===== src/rtl/if_stage_if.sv =====
// ============================================================================
// if_stage_if : instruction-memory request/response bundle for the fetch stage
// rev 1.0
// ============================================================================
`default_nettype none

interface if_stage_if;
  logic        imem_req;
  logic [31:0] imem_addr;
  logic        imem_ready;
  logic [31:0] imem_rdata;

  modport master (
    output imem_req,
    output imem_addr,
    input  imem_ready,
    input  imem_rdata
  );

  modport slave (
    input  imem_req,
    input  imem_addr,
    output imem_ready,
    output imem_rdata
  );
endinterface

`default_nettype wire


===== src/rtl/if_stage.sv =====
// ============================================================================
// if_stage : pipelined instruction fetch with IF/ID register, HALT detection
// and optional perf counters (define FETCH_PERF_CNT_EN).  rev 1.0
// ============================================================================
`default_nettype none

module if_stage #(
  parameter logic [31:0] RESET_PC   = 32'h0000_0000,
  parameter logic [31:0] NOP_INSTR  = 32'h0000_0013,
  parameter logic [31:0] HALT_INSTR = 32'h0000_0073
) (
  input  wire logic        clock,
  input  wire logic        reset,
  input  wire logic        stall,
  input  wire logic        flush,
  input  wire logic [31:0] branch_target,
  if_stage_if.master       imem,
  output logic [31:0]      PC,
  output logic [31:0]      instr,
  output logic             valid,
  output logic             halted,
  output logic [31:0]      fetch_count,
  output logic [31:0]      bubble_count
);

  typedef enum logic [0:0] {
    FETCH  = 1'b0,
    HALTED = 1'b1
  } state_t;

  state_t      state_q;
  logic [31:0] fetch_pc_q;
  logic [31:0] pc_q;
  logic [31:0] instr_q;
  logic        valid_q;

  // A capture happens only when the fetch side is live and nothing overrides it.
  logic capture_w;
  assign capture_w = !flush && !stall && (state_q == FETCH) && imem.imem_ready;

  always_ff @(posedge clock or posedge reset) begin
    if (reset) begin
      state_q    <= FETCH;
      fetch_pc_q <= RESET_PC;
      pc_q       <= 32'h0000_0000;
      instr_q    <= NOP_INSTR;
      valid_q    <= 1'b0;
    end else if (flush) begin
      state_q    <= FETCH;
      fetch_pc_q <= branch_target;
      pc_q       <= 32'h0000_0000;
      instr_q    <= NOP_INSTR;
      valid_q    <= 1'b0;
    end else if (stall) begin
      state_q    <= state_q;
    end else if (capture_w) begin
      pc_q       <= fetch_pc_q;
      instr_q    <= imem.imem_rdata;
      valid_q    <= 1'b1;
      fetch_pc_q <= fetch_pc_q + 32'd4;
      if (imem.imem_rdata == HALT_INSTR) begin
        state_q  <= HALTED;
      end
    end else begin
      pc_q       <= 32'h0000_0000;
      instr_q    <= NOP_INSTR;
      valid_q    <= 1'b0;
    end
  end

  assign imem.imem_req  = (state_q == FETCH);
  assign imem.imem_addr = fetch_pc_q;
  assign PC             = pc_q;
  assign instr          = instr_q;
  assign valid          = valid_q;
  assign halted         = (state_q == HALTED);

`ifdef FETCH_PERF_CNT_EN
  logic        bubble_w;
  logic [31:0] fetch_cnt_q;
  logic [31:0] fetch_cnt_d;
  logic [31:0] bubble_cnt_q;
  logic [31:0] bubble_cnt_d;

  // Flush always writes a bubble, even while decode is stalling.
  assign bubble_w = flush || (!stall && !capture_w);

  always_comb begin
    fetch_cnt_d  = fetch_cnt_q;
    bubble_cnt_d = bubble_cnt_q;
    if (capture_w && (fetch_cnt_q != 32'hFFFF_FFFF)) begin
      fetch_cnt_d = fetch_cnt_q + 32'd1;
    end
    if (bubble_w && (bubble_cnt_q != 32'hFFFF_FFFF)) begin
      bubble_cnt_d = bubble_cnt_q + 32'd1;
    end
  end

  always_ff @(posedge clock or posedge reset) begin
    if (reset) begin
      fetch_cnt_q  <= 32'h0000_0000;
      bubble_cnt_q <= 32'h0000_0000;
    end else begin
      fetch_cnt_q  <= fetch_cnt_d;
      bubble_cnt_q <= bubble_cnt_d;
    end
  end

  assign fetch_count  = fetch_cnt_q;
  assign bubble_count = bubble_cnt_q;
`else
  assign fetch_count  = 32'h0000_0000;
  assign bubble_count = 32'h0000_0000;
`endif

endmodule

`default_nettype wire


===== src/flat_wrapper.sv =====
// flat-port wrapper written by rule: the top's interface ports become plain ports
module if_stage_flat 
#(
  parameter logic [31:0] RESET_PC   = 32'h0000_0000,
  parameter logic [31:0] NOP_INSTR  = 32'h0000_0013,
  parameter logic [31:0] HALT_INSTR = 32'h0000_0073
)
  (clock, reset, stall, flush, branch_target, PC, instr, valid, halted, fetch_count, bubble_count, imem_imem_req, imem_imem_addr, imem_imem_ready, imem_imem_rdata);
  if_stage_if imem_i ();
  input  wire logic clock;
  input  wire logic reset;
  input  wire logic stall;
  input  wire logic flush;
  input  wire logic [31:0] branch_target;
  output logic [31:0] PC;
  output logic [31:0] instr;
  output logic valid;
  output logic halted;
  output logic [31:0] fetch_count;
  output logic [31:0] bubble_count;
  output wire logic [$bits(imem_i.imem_req)-1:0] imem_imem_req;
  output wire logic [$bits(imem_i.imem_addr)-1:0] imem_imem_addr;
  input wire logic [$bits(imem_i.imem_ready)-1:0] imem_imem_ready;
  input wire logic [$bits(imem_i.imem_rdata)-1:0] imem_imem_rdata;
  assign imem_imem_req = imem_i.imem_req;
  assign imem_imem_addr = imem_i.imem_addr;
  assign imem_i.imem_ready = imem_imem_ready;
  assign imem_i.imem_rdata = imem_imem_rdata;
  if_stage #(.RESET_PC(RESET_PC), .NOP_INSTR(NOP_INSTR), .HALT_INSTR(HALT_INSTR)) u_core (.clock(clock), .reset(reset), .stall(stall), .flush(flush), .branch_target(branch_target), .imem(imem_i), .PC(PC), .instr(instr), .valid(valid), .halted(halted), .fetch_count(fetch_count), .bubble_count(bubble_count));
endmodule

===== config.mk =====
export PLATFORM = sky130hd
export DESIGN_NAME = if_stage_flat
export DESIGN_NICKNAME = d
export VERILOG_FILES = /design/src/rtl/if_stage_if.sv /design/src/rtl/if_stage.sv /design/src/flat_wrapper.sv
export SDC_FILE = /design/constraint.sdc
export NUM_CORES = 1
export LEC_CHECK = 0
export ABC_AREA = 1
export ABC_CLOCK_PERIOD_IN_PS = 5100
export CAP_MARGIN = 0
export CORE_AREA = 4 4 113 115
export DETAILED_ROUTE_END_ITERATION = 12
export DIE_AREA = 0 0 117 119
export PLACE_DENSITY = 0.85
export RECOVER_POWER = 25
export SLEW_MARGIN = 40
export SYNTH_ARGS = -nofsm -noshare
export SYNTH_HDL_FRONTEND = slang
export SYNTH_SLANG_ARGS = --single-unit

===== constraint.sdc =====
create_clock -name clock -period 5.1 [get_ports clock]
set_input_delay 0.765 -clock clock [delete_from_list [all_inputs] [get_ports clock]]
set_output_delay 0.765 -clock clock [all_outputs]
set_load 0.02 [all_outputs]

==> impl_metrics.yaml, run 1 <==
synth:
  ys_warn_count: 0
  synth_edf_count: 0
  synth-seq-area-share_pct: 45.9
  syn_area_per_cell_um2: 8.23
  synth_ff_type: "dfrtp_1"
  ys_top_cells_by_area: "dfrtp_1 44%, buf_4 9.7%, nand2_1 7.0%"
  synth_cell_type_count: 38
  synthCells: 650
  ys_ff_latch: 98
  synth_top_area_cell: "dfrtp_1"
  synthArstFlopShare_pct: 100
  syn_area_um2: 5350
  yosysTopAreaCellShare_pct: 44.4
routing:
  route.detailed.drc: 0
  first_iter_violations: 270
  firstDrtPassIters: 5
  vias: 4858
  via_per_inst: 5.10
  ant_nets: 0
  drt_wl_total_um: 15100
  wire_per_inst_um: 15.9
clock_tree:
  cts_tree: "yes"
  clkSlewWorstSetupHoldPaths_ns: 0.07
  cts_resized: 0
  postCtsHoldBufs: 0
  clock_sinks: 98
  insertion_delay_ns: 0.34
  cts_setup_buffers: 0
  numCtsBuffers: 9
  cts_root_buffer: "clkbuf_16"
  htree_num_levels: 3
  clockBufferDepth: 2
grt:
  grt_antenna_before_repair: 0
  grt_usage_pct: 21.3
  grt_max_degree: 72
  overflow: 0
  grt_pass1_vias: 4788
  grt_pass1_wl_um: 23800
pwr:
  cellLeakagePower_nw: 3.19
  vdd_drop_max_mv: 0.138
  power_density_nw_per_um2: 280
placed_design:
  place_congestion: 0.869
  dpl.hpwl_um: 11000
  io_buffer_count: 167
  dp_slack_ns: 1.63
  place_inst: 936
  placed_area_um2: 6840
min_path:
  min_to: "u_core.PC[26]"
  hold_path_class: "reg2reg"
  hp-start: "u_core.PC[26]"
  min_delay_path_depth: 1
sta:
  worst_slew_pin_slew_ns: 3.10
  fin_ws_ns: 1.51
  fin_crit_sh_pct: 70.3
  max-slew-margin-rel_pct: -108
  rsz0062_at_grt: "no"
  skew_ns: 0.00667
  hold_violations: 0
  period_minus_slack_ns: 3.59
  finalSetupViolCount: 0
  tns_ns: 0
  timing.fmax_mhz: 279
  maxSlewViolCount: 72
layout:
  final_nets: 870
  final_util_pct: 60.2
  fin_cells: 952
  syn2layout_area_growth_pct: 33.0
  nFillCells: 1059
  design_area_um2: 7110
  n_antenna_cell: 0
  layout-drive-gt1-share_pct: 6.71
floorplanning:
  coreArea_um2: 11800
  die_x_um: 117
  dieArea_um2: 13900
  ios: 232
  start_util_pct: 45.3
  num_rows: 40
  die_y_um: 119
worst_setup_path:
  crit_start: "reset"
  cp_max_fo: 71
  crit_slowest_cell: "clkinvlp_2"
  path_buf_inv: 3
  crit_family: "buffers and inverters"
  worst-setup-path-type: "in2async"
  crit_arrival_ns: 3.97
  crit_cells: 3
  cp-start-kind: "primary input"
  reg2reg_depth: 7
  cp.required_ns: 5.48
  end_kind: "async pin"
  cp_cell_sequence: "dlygate4sd3_1 -> clkinvlp_2 -> clkbuf_2"
  slowest_delay_ns: 1.76
  r2r-start: "u_core.halted"
  timing.rr.end: "u_core.imem.imem_addr[6]"
  r2r_setup_slack_ns: 2.63
outcome:
  status: "finished, violations left"
  violations: "capacitance limit, slew limit"
job:
  maxCapViolCount: 1
[registers in the layout, summed over array words and instances (netlist names)]
signal and count:
u_core.PC 32, u_core.imem.imem_addr 32, u_core.instr 32, u_core.halted 1, u_core.valid 1
[routing by layer]
metal	global-route usage (%)	routed length, µm
met5	0	0
met4	5.30	218
met3	5.23	1470
met2	36.7	7550
met1	26.7	5900
[worst max path at each step]
stage	endpoint	slack, ns
floorplan	u_core.PC[0]	1.78
global placement	u_core.imem.imem_addr[6]	1.73
detailed placement	u_core.imem.imem_addr[6]	1.63
CTS	u_core.imem.imem_addr[6]	1.98
global route	u_core.PC[16]	0.96
finish	u_core.PC[31]	1.51
[final cells by class]
class / instances / area, µm² / share of cell area (%)
multi-input combinational: 450 / 2230 / 31.4
sequential: 98 / 2460 / 34.5
clock inverter: 5 / 38.8 / 0.545
tap: 147 / 184 / 2.59
clock buffer: 11 / 243 / 3.41
inverter: 70 / 265 / 3.73
timing repair buffer: 171 / 1690 / 23.8
[worst reg2reg max path, delay by kind of cell (launching register included)]
kind                   cells  cell delay [ns]
DFF                        1             0.41
AOI/OAI and AO/OA          2             0.25
buffers and inverters      2             0.91
and+or+nand+nor            3             0.84
[kinds of logic (layout without fill, tap and decap cells)]
| family | count (synthesis) | in the layout | synth area share (%) |
|---|---|---|---|
| other | 1 | 64 | 0.0701 |
| AND/OR/NAND/NOR | 263 | 263 | 23.2 |
| AO/OA/AOI/OAI | 117 | 117 | 13.0 |
| XOR/XNOR | 5 | 5 | 0.818 |
| buffers and inverters | 165 | 257 | 16.8 |
| flip-flops | 98 | 98 | 45.9 |
| adder cells (fa/ha/maj) | 1 | 1 | 0.234 |
[Yosys cell counts, types with 5 or more instances]
master and count:
a21oi_1 11, a31o_2 5, a32o_1 10, buf_2 8, buf_4 69, clkbuf_1 13, dfrtp_1 95, inv_1 65
nand2_1 100, nand2_2 5, nand3_1 73, nand4_1 9, nor2_1 49, nor2_4 7, o211ai_1 8, o21ai_0 48
o21ai_1 25, xor2_1 5
[through the flow]
stage | power [mW] | hold WS, ns
2_1_floorplan | 1.18 | 0.596
3_3_place_gp | 1.34 | 0.495
3_5_place_dp | 1.35 | 0.500
4_1_cts | 2.00 | 0.517
5_1_grt | 2.08 | 0.533
6_report | 1.99 | 0.512
[cells in the final DEF (no fill, tap or decap), types with 5 or more instances in the layout]
| master | n |
|---|---|
| nor2_4 | 7 |
| xor2_1 | 5 |
| o21ai_1 | 25 |
| a32o_1 | 10 |
| a31o_2 | 5 |
| conb_1 | 64 |
| nand2_2 | 5 |
| inv_1 | 64 |
| clkdlybuf4s50_1 | 164 |
| a21oi_1 | 11 |
| o21ai_0 | 48 |
| nand2_1 | 100 |
| clkbuf_16 | 9 |
| nand4_1 | 9 |
| dfrtp_1 | 95 |
| nand3_1 | 73 |
| nor2_1 | 49 |
| o211ai_1 | 8 |
[power breakdown]
part | switching (mW) | internal, mW | total [mW]
Combinational | 0.275 | 0.182 | 0.457
Clock | 0.308 | 0.348 | 0.656
Sequential | 0.0538 | 0.828 | 0.882
(Power assumes the default switching activity.)
==> inputs of run 2 (changes only) <==
--- a/config.mk
+++ b/config.mk
@@ -6,12 +6,12 @@
 export NUM_CORES = 1
 export LEC_CHECK = 0
 export ABC_AREA = 1
-export ABC_CLOCK_PERIOD_IN_PS = 5100
+export ABC_CLOCK_PERIOD_IN_PS = 3400
 export CAP_MARGIN = 0
-export CORE_AREA = 4 4 113 115
+export CORE_AREA = 4 4 117 119
 export DETAILED_ROUTE_END_ITERATION = 12
-export DIE_AREA = 0 0 117 119
-export PLACE_DENSITY = 0.85
+export DIE_AREA = 0 0 121 123
+export PLACE_DENSITY = 0.8
 export RECOVER_POWER = 25
 export SLEW_MARGIN = 40
 export SYNTH_ARGS = -nofsm -noshare
==> constraint.sdc (replaced) <==
create_clock -name clock -period 3.4 [get_ports clock]
set_input_delay 0.51 -clock clock [delete_from_list [all_inputs] [get_ports clock]]
set_output_delay 0.51 -clock clock [all_outputs]
set_load 0.02 [all_outputs]
==> run 2 against run 1 <==
  * The run still ends with capacitance limit, slew limit left
  * Global-route usage fell by 1.2 points
  * Clock skew rose by 0.0045 ns
  * Clock power rose by 68%
  * Routed wire length rose by 0.39%
  * Cell count rose by 2.7%
  * Worst setup slack got worse by 0.71 ns
  * Die area rose by 6.9%
  * Design area rose by 1.5%
  * Worst hold slack got worse by 0.0053 ns
  * Via count fell by 1.4%
  * Critical path type unchanged
  * Highest routed layer is now met5
==> impl_metrics.yaml, run 2 (synthesis gave the netlist of run 1 again) <==
outcome:
  status: "finished, violations left"
  violations: "capacitance limit, slew limit"
floorplanning:
  dieArea_um2: 14900
  num_rows: 41
  ios: 232
  die_y_um: 123
  start_util_pct: 42.6
  die_x_um: 121
  coreArea_um2: 12600
pwr:
  total_power_mw: 3.12
  p_clk_share_pct: 35.4
  internal_power_mw: 2.18
  power_density_nw_per_um2: 432
  seq_power_share_pct: 42.4
  cellLeakagePower_nw: 3.23
  p_sw_mw: 0.934
  vdd_drop_max_mv: 0.230
  switching_share_pct: 30.0
  comb_power_share_pct: 22.1
clock_tree:
  clock_sinks: 98
  clkSlewWorstSetupHoldPaths_ns: 0.07
  cts_root_buffer: "clkbuf_16"
  htree_num_levels: 3
  postCtsHoldBufs: 0
  cts_resized: 0
  numCtsBuffers: 9
  cts_setup_buffers: 0
  clockBufferDepth: 2
  cts_tree: "yes"
  insertion_delay_ns: 0.34
grt:
  grt_pass1_wl_um: 23700
  grt_max_degree: 67
  grt_antenna_before_repair: 1
  overflow: 0
  grt_pass1_vias: 4712
  grt_usage_pct: 20.1
layout:
  n_antenna_cell: 0
  syn2layout_area_growth_pct: 34.9
  layout-drive-gt1-share_pct: 6.70
  final_nets: 871
  layout_commonest_cell: "clkdlybuf4s50_1"
  nFillCells: 1153
  fin_cells: 978
  final_cell_mix: "165 x clkdlybuf4s50_1, 100 x nand2_1, 95 x dfrtp_1, 73 x nand3_1, 65 x inv_1"
worst_setup_path:
  worst-setup-path-type: "in2async"
  cp_max_fo: 53
  cp_cell_sequence: "dlygate4sd3_1 -> inv_1"
  crit_arrival_ns: 2.60
  end_kind: "async pin"
  path_buf_inv: 2
  cp.required_ns: 3.41
  crit_family: "buffers and inverters"
  crit_slowest_cell: "inv_1"
  cp-start-kind: "primary input"
  slowest_delay_ns: 1.52
routing:
  drt_wl_total_um: 15200
  first_iter_violations: 316
  via_per_inst: 4.90
  vias: 4792
  route.detailed.drc: 0
  ant_nets: 0
  wire_per_inst_um: 15.5
  firstDrtPassIters: 5
sta:
  timing.fmax_mhz: 385
  period_minus_slack_ns: 2.59
  finalSetupViolCount: 0
  holdWs_ns: 0.507
  skew_ns: 0.0111
  tns_ns: 0
  worst_slew_pin_slew_ns: 2.15
  max-slew-margin-rel_pct: -43.5
  rsz0062_at_grt: "no"
  hold_violations: 0
  maxSlewViolCount: 53
  fin_ws_ns: 0.805
  fin_crit_sh_pct: 76.3
job:
  maxCapViolCount: 1
placed_design:
  io_buffer_count: 167
  dpl.hpwl_um: 11200
  place_inst: 962
  dp_slack_ns: 0.509
  place_congestion: 0.850
min_path:
  hold_path_class: "reg2reg"
==> run 2: final timing paths <==
path                            slack, ns  depth (start not counted)                  endpoint     startpoint
worst max-delay path                 0.81                          2              u_core.PC[8]          reset
worst max register to register       1.42                          7  u_core.imem.imem_addr[6]  u_core.halted
worst min register to register       0.51                          2             u_core.PC[17]  u_core.PC[17]
max in group clock                   0.85                          8  u_core.imem.imem_addr[6]          flush
worst min-delay path                 0.51                          2             u_core.PC[17]  u_core.PC[17]
min in group asynchronous            1.34                          2          u_core.instr[25]          reset
==> run 2: layer usage <==
metal / share of wire [%] / global-route usage [%] / vias up
met2: 48 / 33.4 / 207
met5: 0.079 / 0 / -
met3: 9.2 / 6.50 / 25
li1: - / - / 2301
met1: 41 / 24.7 / 2257
met4: 1.9 / 6.94 / 2
==> run 2: final cells by class <==
type                    count  area, µm²  share of cell area (%)
clock buffers              11        243                    3.36
clock inverters             5       77.6                    1.07
inverters                  70        264                    3.66
multi-input cells         450       2230                    30.9
flip-flops and latches     98       2460                    34.0
well taps                 172        215                    2.98
repair buffers            172       1730                    24.0
==> run 2: power groups by stage <==
| stage | Combinational (mW) | Sequential (mW) | Clock (mW) |
|---|---|---|---|
| after detailed placement | 0.693 | 1.34 | 0 |
| after global routing | 0.748 | 1.34 | 1.17 |
| after global placement | 0.686 | 1.34 | 0 |
| after floorplan | 0.347 | 1.42 | 0 |
| final | 0.690 | 1.32 | 1.10 |
| after CTS | 0.695 | 1.32 | 1.12 |
==> run 2: stage by stage <==
stage | utilization (%) | area (µm²)
after floorplan | - | 5590
after global placement | 54.9 | 6900
after detailed placement | 54.9 | 6900
after CTS | 57.5 | 7220
after global routing | 57.4 | 7220
final | 57.4 | 7220
==> inputs of run 3 (changes only) <==
--- a/config.mk
+++ b/config.mk
@@ -6,12 +6,12 @@
 export NUM_CORES = 1
 export LEC_CHECK = 0
 export ABC_AREA = 1
-export ABC_CLOCK_PERIOD_IN_PS = 3400
+export ABC_CLOCK_PERIOD_IN_PS = 2130
 export CAP_MARGIN = 0
-export CORE_AREA = 4 4 117 119
+export CORE_AREA = 4 4 123 125
 export DETAILED_ROUTE_END_ITERATION = 12
-export DIE_AREA = 0 0 121 123
-export PLACE_DENSITY = 0.8
+export DIE_AREA = 0 0 127 129
+export PLACE_DENSITY = 0.76
 export RECOVER_POWER = 25
 export SLEW_MARGIN = 40
 export SYNTH_ARGS = -nofsm -noshare
==> constraint.sdc (replaced) <==
create_clock -name clock -period 2.13 [get_ports clock]
set_input_delay 0.3195 -clock clock [delete_from_list [all_inputs] [get_ports clock]]
set_output_delay 0.3195 -clock clock [all_outputs]
set_load 0.02 [all_outputs]
==> run 3 against run 2 <==
  * The run now ends clean
  * Flip-flop and latch count did not move
  * Critical path depth did not move
  * Count of clock-buffer cells in the layout did not move
  * Clock skew fell by 0.0052 ns
==> impl_metrics.yaml, run 3 (synthesis gave the netlist of run 1 again) <==
sta:
  fin_crit_sh_pct: 87.0
  max-slew-margin-rel_pct: 32.0
  maxSlewViolCount: 0
  worst_slew_pin_slew_ns: 1.01
  finalSetupViolCount: 0
  hold_violations: 0
  timing.fmax_mhz: 540
  period_minus_slack_ns: 1.85
  tns_ns: 0
  rsz0062_at_grt: "no"
  skew_ns: 0.00593
floorplanning:
  die_y_um: 129
  ios: 232
  coreArea_um2: 13900
  start_util_pct: 38.5
  die_x_um: 127
  dieArea_um2: 16400
  num_rows: 43
worst_setup_path:
  crit_end: "imem_imem_req"
  cp_max_fo: 3
  crit_arrival_ns: 1.53
  timing.rr.end: "u_core.imem.imem_addr[28]"
  end_kind: "output pin"
  crit_start: "u_core.halted"
  r2r-start: "u_core.imem.imem_addr[3]"
  r2r_setup_slack_ns: 0.44
  worst-setup-path-type: "reg2out"
  cp.required_ns: 1.81
  cp-start-kind: "flop"
  reg2reg_depth: 8
layout:
  fin_cells: 997
  final_cell_mix: "164 x clkdlybuf4s50_1, 100 x nand2_1, 95 x dfrtp_1, 73 x nand3_1"
  final_nets: 881
  layout-drive-gt1-share_pct: 7.97
  layout_commonest_cell: "clkdlybuf4s50_1"
  syn2layout_area_growth_pct: 36.7
pwr:
  cellLeakagePower_nw: 3.27
  vdd_drop_max_mv: 0.309
  total_power_mw: 4.94
  power_density_nw_per_um2: 675
min_path:
  hold_path_class: "in2reg"
  min_delay_path_depth: 5
outcome:
  status: "finished, final reports clean"
routing:
  drt_wl_total_um: 15900
  firstDrtPassIters: 4
  via_per_inst: 4.85
  first_iter_violations: 264
  ant_nets: 0
  wire_per_inst_um: 16.0
  vias: 4835
  route.detailed.drc: 0
grt:
  grt_max_degree: 53
  grt_pass1_wl_um: 24900
  grt_antenna_before_repair: 1
  grt_usage_pct: 19.1
  overflow: 0
  grt_pass1_vias: 4748
clock_tree:
  clock_sinks: 98
  postCtsHoldBufs: 0
  cts_tree: "yes"
  insertion_delay_ns: 0.35
  cts_resized: 0
  cts_setup_buffers: 0
  cts_root_buffer: "clkbuf_16"
  numCtsBuffers: 9
  clockBufferDepth: 2
  htree_num_levels: 3
  clkSlewWorstSetupHoldPaths_ns: 0.07
placed_design:
  place_inst: 980
  io_buffer_count: 167
  place_congestion: 0.823
  dpl.hpwl_um: 11800
job:
  maxCapViolCount: 0
==> run 3: report_power, final <==
| group | switching, mW | internal [mW] | leakage, nW | total (mW) |
|---|---|---|---|---|
| Sequential | 0.128 | 1.98 | 1.27 | 2.11 |
| Combinational | 0.665 | 0.457 | 1.85 | 1.12 |
| Clock | 0.736 | 0.969 | 0.151 | 1.71 |
| Total | 1.53 | 3.41 | 3.27 | 4.94 |
==> run 3: per-layer routing <==
layer,vias to the layer above,global-route usage [%],share of wire (%)
met2,198,31.0,47
li1,2333,-,-
met3,21,6.52,9.6
met4,2,6.62,1.9
met1,2281,23.9,41
met5,-,0,0.075
==> run 3: worst min path at each step <==
stage	startpoint	to	slack, ns
6_report	stall	u_core.imem.imem_addr[6]	0.50
4_1_cts	reset	u_core.imem.imem_addr[10]	0.37
2_1_floorplan	branch_target[0]	u_core.imem.imem_addr[0]	0.44
5_1_grt	u_core.PC[4]	u_core.PC[4]	0.54
3_3_place_gp	u_core.PC[14]	u_core.PC[14]	0.49
3_5_place_dp	u_core.PC[23]	u_core.PC[23]	0.50
==> run 3: final cells by class <==
type	count	area [µm²]
fillers	1319	6570
flip-flops and latches	98	2460
multi-input cells	450	2230
repair buffers	182	1830
inverters	70	265
clock buffers	11	253
well taps	180	225
clock inverters	5	52.6
diodes	1	2.50
==> run 3: worst max-delay path, stage by stage (launching register included) <==
cell and delay (ns):
dfrtp_1 0.40, inv_1 0.13, clkdlybuf4s50_1 0.64
==> run 3: per-stage QoR <==
stage / cell area, µm² / hold WS (ns) / worst slack [ns] / util [%]
5_1_grt: 7310 / 0.536 / 0.197 / 52.7
3_3_place_gp: 7020 / 0.492 / 0.303 / 50.6
2_1_floorplan: 5590 / 0.440 / 0.570 / -
3_5_place_dp: 7020 / 0.500 / 0.247 / 50.6
6_report: 7310 / 0.500 / 0.278 / 52.7
4_1_cts: 7330 / 0.367 / 0.250 / 52.8
